--- src/rtl/series_mux_pkg.sv ---
// Shared sizing and state encoding for the series mux loader.
package series_mux_pkg;

    localparam int N     = 100;
    localparam int CHUNK = 4;
    localparam int BEATS = N / CHUNK;

    typedef enum logic [1:0] {
        IDLE   = 2'd0,
        LOAD   = 2'd1,
        COMMIT = 2'd2
    } state_t;

endpackage

--- src/rtl/series_mux_loader.sv ---
// Series mux loader: assembles an N-bit In/Sel pair from CHUNK-wide beats,
// LSB-first, and commits the whole pair atomically to the downstream mux.
// Malformed frames (s_last on the wrong beat) are discarded with frame_err;
// flush discards a partial frame silently.
module series_mux_loader
    import series_mux_pkg::state_t;
    import series_mux_pkg::IDLE;
    import series_mux_pkg::LOAD;
    import series_mux_pkg::COMMIT;
#(
    parameter int N     = series_mux_pkg::N,
    parameter int CHUNK = series_mux_pkg::CHUNK
) (
    input  logic             clk,
    input  logic             rst_n,
    input  logic             s_valid,
    output logic             s_ready,
    input  logic [CHUNK-1:0] s_data,
    input  logic [CHUNK-1:0] s_sel,
    input  logic             s_last,
    input  logic             flush,
    output logic [N-1:0]     mux_in,
    output logic [N-1:0]     mux_sel,
    output logic             commit,
    output logic             frame_err
);

    localparam int FRAME_BEATS = N / CHUNK;
    localparam int CW          = (FRAME_BEATS > 1) ? $clog2(FRAME_BEATS) : 1;
    localparam logic [CW-1:0] LAST_IDX = CW'(FRAME_BEATS - 1);

    // A frame must tile the vector exactly; reject bad parameter sets early.
    if ((N % CHUNK) != 0) begin : g_bad_params
        $error("series_mux_loader: N must be a multiple of CHUNK");
    end

    state_t          state_reg;
    logic [CW-1:0]   count_reg;
    logic [N-1:0]    shadow_data_reg;
    logic [N-1:0]    shadow_sel_reg;
    logic [N-1:0]    merged_data;
    logic [N-1:0]    merged_sel;
    logic            accept;
    logic            final_beat;

    // Flush wins over a simultaneous beat, so that beat is never taken.
    assign accept     = s_valid && s_ready && !flush;
    assign final_beat = (count_reg == LAST_IDX);

    // Shadow contents with the current beat dropped into its chunk slot.
    for (genvar gi = 0; gi < FRAME_BEATS; gi++) begin : g_merge
        assign merged_data[gi*CHUNK +: CHUNK] =
            (count_reg == CW'(gi)) ? s_data : shadow_data_reg[gi*CHUNK +: CHUNK];
        assign merged_sel[gi*CHUNK +: CHUNK] =
            (count_reg == CW'(gi)) ? s_sel : shadow_sel_reg[gi*CHUNK +: CHUNK];
    end

    // Frame FSM with registered handshake, commit and error outputs.
    always_ff @(posedge clk or negedge rst_n) begin
        if (!rst_n) begin
            state_reg       <= IDLE;
            count_reg       <= '0;
            shadow_data_reg <= '0;
            shadow_sel_reg  <= '0;
            mux_in          <= '0;
            mux_sel         <= '0;
            commit          <= 1'b0;
            frame_err       <= 1'b0;
            s_ready         <= 1'b0;
        end else begin
            commit    <= 1'b0;
            frame_err <= 1'b0;
            case (state_reg)
                COMMIT: begin
                    // Commit already landed; a flush here has nothing to discard.
                    state_reg <= IDLE;
                    s_ready   <= 1'b1;
                end
                default: begin
                    s_ready <= 1'b1;
                    if (flush) begin
                        state_reg       <= IDLE;
                        count_reg       <= '0;
                        shadow_data_reg <= '0;
                        shadow_sel_reg  <= '0;
                    end else if (accept) begin
                        if (final_beat && s_last) begin
                            mux_in          <= merged_data;
                            mux_sel         <= merged_sel;
                            commit          <= 1'b1;
                            s_ready         <= 1'b0;
                            state_reg       <= COMMIT;
                            count_reg       <= '0;
                            shadow_data_reg <= '0;
                            shadow_sel_reg  <= '0;
                        end else if (final_beat || s_last) begin
                            frame_err       <= 1'b1;
                            state_reg       <= IDLE;
                            count_reg       <= '0;
                            shadow_data_reg <= '0;
                            shadow_sel_reg  <= '0;
                        end else begin
                            shadow_data_reg <= merged_data;
                            shadow_sel_reg  <= merged_sel;
                            count_reg       <= count_reg + CW'(1);
                            state_reg       <= LOAD;
                        end
                    end
                end
            endcase
        end
    end

endmodule
--- config.mk ---
export PLATFORM = sky130hd
export DESIGN_NAME = series_mux_loader
export DESIGN_NICKNAME = d
export VERILOG_FILES = /design/src/rtl/series_mux_pkg.sv /design/src/rtl/series_mux_loader.sv
export SDC_FILE = /design/constraint.sdc
export NUM_CORES = 1
export LEC_CHECK = 0
export BUFFER_PORTS_ARGS = -buffer_cell sky130_fd_sc_hd__buf_4
export CAP_MARGIN = 20
export CORE_UTILIZATION = 58
export CTS_BUF_LIST = sky130_fd_sc_hd__clkbuf_8 sky130_fd_sc_hd__clkbuf_16
export DETAILED_ROUTE_END_ITERATION = 7
export GPL_TIMING_DRIVEN = 0
export PLACE_DENSITY = 0.84
export SLEW_MARGIN = 10
export SYNTH_ARGS = -nofsm -noshare
export SYNTH_HDL_FRONTEND = slang
export SYNTH_SLANG_ARGS = --single-unit
--- constraint.sdc ---
create_clock -name clk -period 3.3 [get_ports clk]
set_clock_uncertainty 0.1 [all_clocks]
set_input_delay 0.165 -clock clk [delete_from_list [all_inputs] [get_ports clk]]
set_output_delay 0.165 -clock clk [all_outputs]
set_load 0.05 [all_outputs]
# Word-level counts from Yosys, hierarchy flattened

Cells that the tools add are included.

Register bits: 410
Output and inout bits: 203

Add/sub/neg operators: 1
Equality and inequality tests: 25
Mux-type cells: 80
Bitwise gates (word level): 2
Reductions and logical operators: 10

Operators with widths:

| cell                                                                   | count |
|---|---|
| 100-bit two-way mux                                                    | 8 |
| 4-bit two-way mux                                                      | 50 |
| 5-bit equality test (second input constant)                            | 9 |
| 5-bit by 4-bit equality test with 1-bit output (second input constant) | 8 |
| 5-bit by 3-bit equality test with 1-bit output (second input constant) | 4 |
| 5-bit two-way mux                                                      | 4 |
| 1-bit two-way mux                                                      | 14 |
| 5-bit by 2-bit equality test with 1-bit output (second input constant) | 2 |
| 2-bit two-way mux                                                      | 4 |
| 5-bit by 1-bit adder with 5-bit output (second input constant)         | 1 |
| 5-bit by 1-bit equality test with 1-bit output (second input constant) | 1 |
| 5-bit zero test                                                        | 1 |
| 4-bit AND reduction                                                    | 1 |
| 1-bit logical AND                                                      | 3 |
| 3-bit nonzero test                                                     | 1 |
| 2-bit equality test (second input constant)                            | 1 |
| 1-bit NOT                                                              | 2 |
| 2-bit AND reduction                                                    | 1 |
| 2-bit nonzero test                                                     | 1 |
| 1-bit zero test                                                        | 1 |
| 1-bit logical OR                                                       | 1 |

# Depth between registers and ports, before layout

Depth in word-level cells: 7
Depth in mapped cells: 12
Depth with buffers taken out: 10

# Worst setup path before layout

Ideal clock, no wire load.

Kind: reg2reg
Start point: reg count_reg[0]
End point: reg mux_in[49]
Library setup time: 0.137 ns
Arrival time: 2.413 ns
Data required time: 3.063 ns
Setup slack: 0.650 ns
Cell stages (with the launch flop): 11
Path through: dfrtp_1 -> inv_1 -> ha_1 -> nand2_1 -> or3_1 -> inv_2 -> ha_1 -> nor4b_2 -> clkbuf_1 -> clkbuf_1 -> a21oi_1

Cells in the longest elaborated chain, start to end: 3
Elaborated cells between the ends (all ways): 5
Classes of those cells: eq/ne (2); mux (1); reduce/logical (2)

RTL lines:

| element                              | RTL line                 | RTL |
|---|---|---|
| start, declared                      | series_mux_loader.sv:38  | `logic [CW-1:0] count_reg;` |
| start signal, assigned               | series_mux_loader.sv:105 | `count_reg <= count_reg + CW'(1);` |
| 5-bit equality test                  | series_mux_loader.sv:48  | `assign final_beat = (count_reg == LAST_IDX);` |
| 1-bit logical AND                    | series_mux_loader.sv:87  | `if (final_beat && s_last) begin` |
| 4-bit AND reduction (no source line) | n/a                      |  |
| end signal, assigned                 | series_mux_loader.sv:88  | `mux_in <= merged_data;` |
| end, declared                        | series_mux_loader.sv:22  | `output logic [N-1:0] mux_in,` |

Several ways; a longest one is shown, not always the timed one.
A chain may end at the register's enable or synchronous reset.

# Final worst setup path

Start point: reg count_reg[0]
End point: reg mux_in[80]

The elaborated chain is that of the path after synthesis.

==> metrics.md <==
| Metric | Value |
|---|---|
| Status | finished clean |
| CTS Buf Count | 41 |
| Congestion Overflow GR | 0 |
| WP data required | 3620 ps |
| Post-route ant nets | 0 |
| Clock sink total | 410 |
| Vias post-DR | 13700 |
| LEAKAGE | 10.4 nW |
| CTS tree | built |
| Initial DRT Pass Iterations | 6 |
| Share of cells above drive strength 1 | 21.8% |
| Post-Layout Cell Count | ~2200 |
| Final hold vios | 0 |
| Cell internal pwr | 0.00774 W |
| Port Buffers | 206 |
| Initial Util | between 50% and 60% |
| Post-synthesis instance total | between 1500 and 2000 |
| Sw frac | 23.0% |
| Register area share after synthesis | 58.6% |
| Drt drc | 0 |
| Power Density | about 480 nW/µm² |
| Initial DRC Count | about 1500 |
| Post-DP HPWL | approximately 34000 µm |
| Core area | around 30000 µm² |
| XOR/XNOR Fraction of Synth Area | 0.0500% |
| Max FO, Critical Path | 11 |
| Startpoint class of the critical path | register |
| Crit share post-route | 95.7% |
| DRT Wirelength | 50900 µm |
| MaxCap Viol Count | 0 |
| Vias in the first global route | 13400 |
| Net switching power | about 0.0023 W |
| Clock Latency Late Sink | 540 ps |
| Cell chosen for the clock root | clkbuf_16 |
| Synth Area in Simple Gates | under 10% |
| R2r setup slk | between 100 and 150 ps |
| Reg power frac | about 50% |
| Final setup fails | 0 |
| Mux cell area share after synthesis | 10.1% |
| Netlist cell types | between 40 and 50 |
| Crit path kind | reg -> reg |
| Die span in y | about 180 µm |
| Synth top area share | a little under 60% |
| GP Congestion | 0.934 |
| WL met3 | 4740 µm |
| Synth area leaders | dfrtp_1, mux2i_1, a22o_1 |
| Worst Max-Slew Pin Slew | approximately 1100 ps |
| Post-synthesis async set-or-reset flop share | 100% |
| Share of total power in the clock network | 45.4% |
| Final instance area | about 21000 µm² |
| Initial antenna violation count | 5 |
| Mapped Area | 17500 µm² |
| Syn avg cell area | 11.6 µm² |
| Combinational Power Share | 4.5% |
| Max Root-Sink Buffers | 3 |
| Register bit total from synthesis | between 400 and 500 |
| Post-DR wirelength/cell | 23.3 µm |
| Ys flop type | dfrtp_1 |
| Worst EP arrival | 3480 ps |
| Largest net degree at the start of global routing | 119 |
| Post-synthesis adder-cell area fraction | 0.571% |
| Commonest non-fill, non-tap cell in the layout | dfrtp_1 |
| Wire length on met1 | 20200 µm |
| Final nets | roughly 1800 |
| Gr usage total | 32.9% |
| Number of enable flip-flop cells after synthesis | 0 |
| # rows | 63 |
| Synth Area in Compound Gates | 18.2% |
| Die ar. | approximately 31000 µm² |
| Clk slew on worst S/H paths | approximately 70 ps |
| Max-slew violations | 0 |
| Cell taking the most area after synthesis | dfrtp_1 |
| CP Capture Type | register |
| Post-Syn Nets | 1528 |
| Drt via density | around 6.3 |
| Hold Path Class | in -> reg |
| Max_slew headroom | 28.0% |
| Ports | 216 |
| Placed cell areas | ~20000 µm² |
| Largest family of logic cells by synthesized area | compound AO/OA/AOI/OAI gates |
| Syn-to-layout area delta | 20.3% |
| Max frequency | 0.317 GHz |
| H-tree levels | 2 |
| Placed Cells | ~2100 |
| Ys Warns | 0 |
| Tmin final | 3160 ps |
| Commonest non-fill, non-tap cells in the layout | dfrtp_1, buf_4, nor2_1 |
| Chip width | 176 µm |
| Highest Signal Layer | met5 |
| DR WL met2 | 24100 µm |
| Peak VDD IR | 0.293 mV |
| First-pass GRT wire length | 77700 µm |
## worst paths after layout
| kind | start | end | cells past startpoint |
|---|---|---|---|
| max in group asynchronous | rst_n | shadow_data_reg[46] | 5 |
| worst min-delay path | s_valid | state_reg[1] | 4 |
| worst min register to register | shadow_data_reg[61] | shadow_data_reg[61] | 1 |
| worst max register to register | count_reg[0] | mux_in[80] | 12 |
| worst max-delay path | count_reg[0] | mux_in[80] | 12 |
| min in group asynchronous | rst_n | mux_in[91] | 3 |
## cells by family (layout without fill, tap and decap cells)
kind of cell / count (synthesis) / count (layout)
compound gates: 434 / 434
xor+xnor: 1 / 1
fa+ha+maj: 8 / 8
buf+inv: 155 / 439
flops: 410 / 410
mux: 176 / 176
other cells: 0 / 2
simple gates: 323 / 323
## layout make-up
class                      instances  area (µm²)
fill                            2030        8650
sequential                       410       10300
inverter                           6        22.5
timing repair buffer             214        1700
buffer                           147         741
antenna                            2        5.00
clock buffer                      50        1150
tap                              390         488
multi-input combinational        942        6550
clock inverter                    22         159
## power groups by stage
stage,registers (W),clock network (W),logic (W)
6_report,0.00504,0.00456,0.000450
5_1_grt,0.00504,0.00478,0.000477
4_1_cts,0.00504,0.00456,0.000441
3_5_place_dp,0.00513,0,0.000436
3_3_place_gp,0.00513,0,0.000406
2_1_floorplan,0.00513,0,0.000195
## metal layers
| layer | vias to the layer above | global-route usage [%] |
|---|---|---|
| li1 | 5885 | - |
| met1 | 6934 | 44.9 |
| met2 | 744 | 51.8 |
| met3 | 143 | 7.71 |
| met4 | 6 | 12.1 |
| met5 | - | 0 |
## critical path, stage by stage (launching register included)
cell and delay, ps:
dfrtp_1 450, inv_1 120, ha_1 290, nand2_1 100
or3_1 350, inv_2 230, ha_1 240, nor4b_4 210
buf_4 190, buf_6 240, buf_2 250, nor2_1 70
a21oi_1 210
## synth_stat cells (all sizes together) (2+ instances only)
cell type,count
nor2,215
inv,6
a31oi,24
nor4b,5
a22o,192
and2,15
a32o,8
nand2,56
mux2i,176
buf,88
a21o,8
a21oi,176
o21ai,23
nand4,3
nor3,3
ha,8
nand4b,4
nand3,2
dfrtp,410
nand2b,2
and3,6
nor4bb,6
clkbuf,61
## stage by stage
step                hold slack (ps)  setup TNS, ps  total power, W  util, %  setup WS (ps)
floorplan                      -231              0         0.00533        -            650
global placement                332        -821420         0.00554     65.8          -1820
detailed placement              163        -105650         0.00557     66.2           -665
CTS                            3.04          -25.3          0.0100     70.8          -21.6
global route                   43.1         -0.741          0.0103     70.9         -0.741
finish                         35.9              0          0.0101     70.9            141
## timing repair
item / in CTS / in global routing
gates cloned: 0 / 0
resized for setup: 10 / 11
hold buffers: 2 / 0
endpoints found under the setup margin: 274 / 348
buffers inserted: 0 / 2
pin swaps: 0 / 0
hold endpoints to repair: 118 / 0
(Power assumes the default switching activity.)
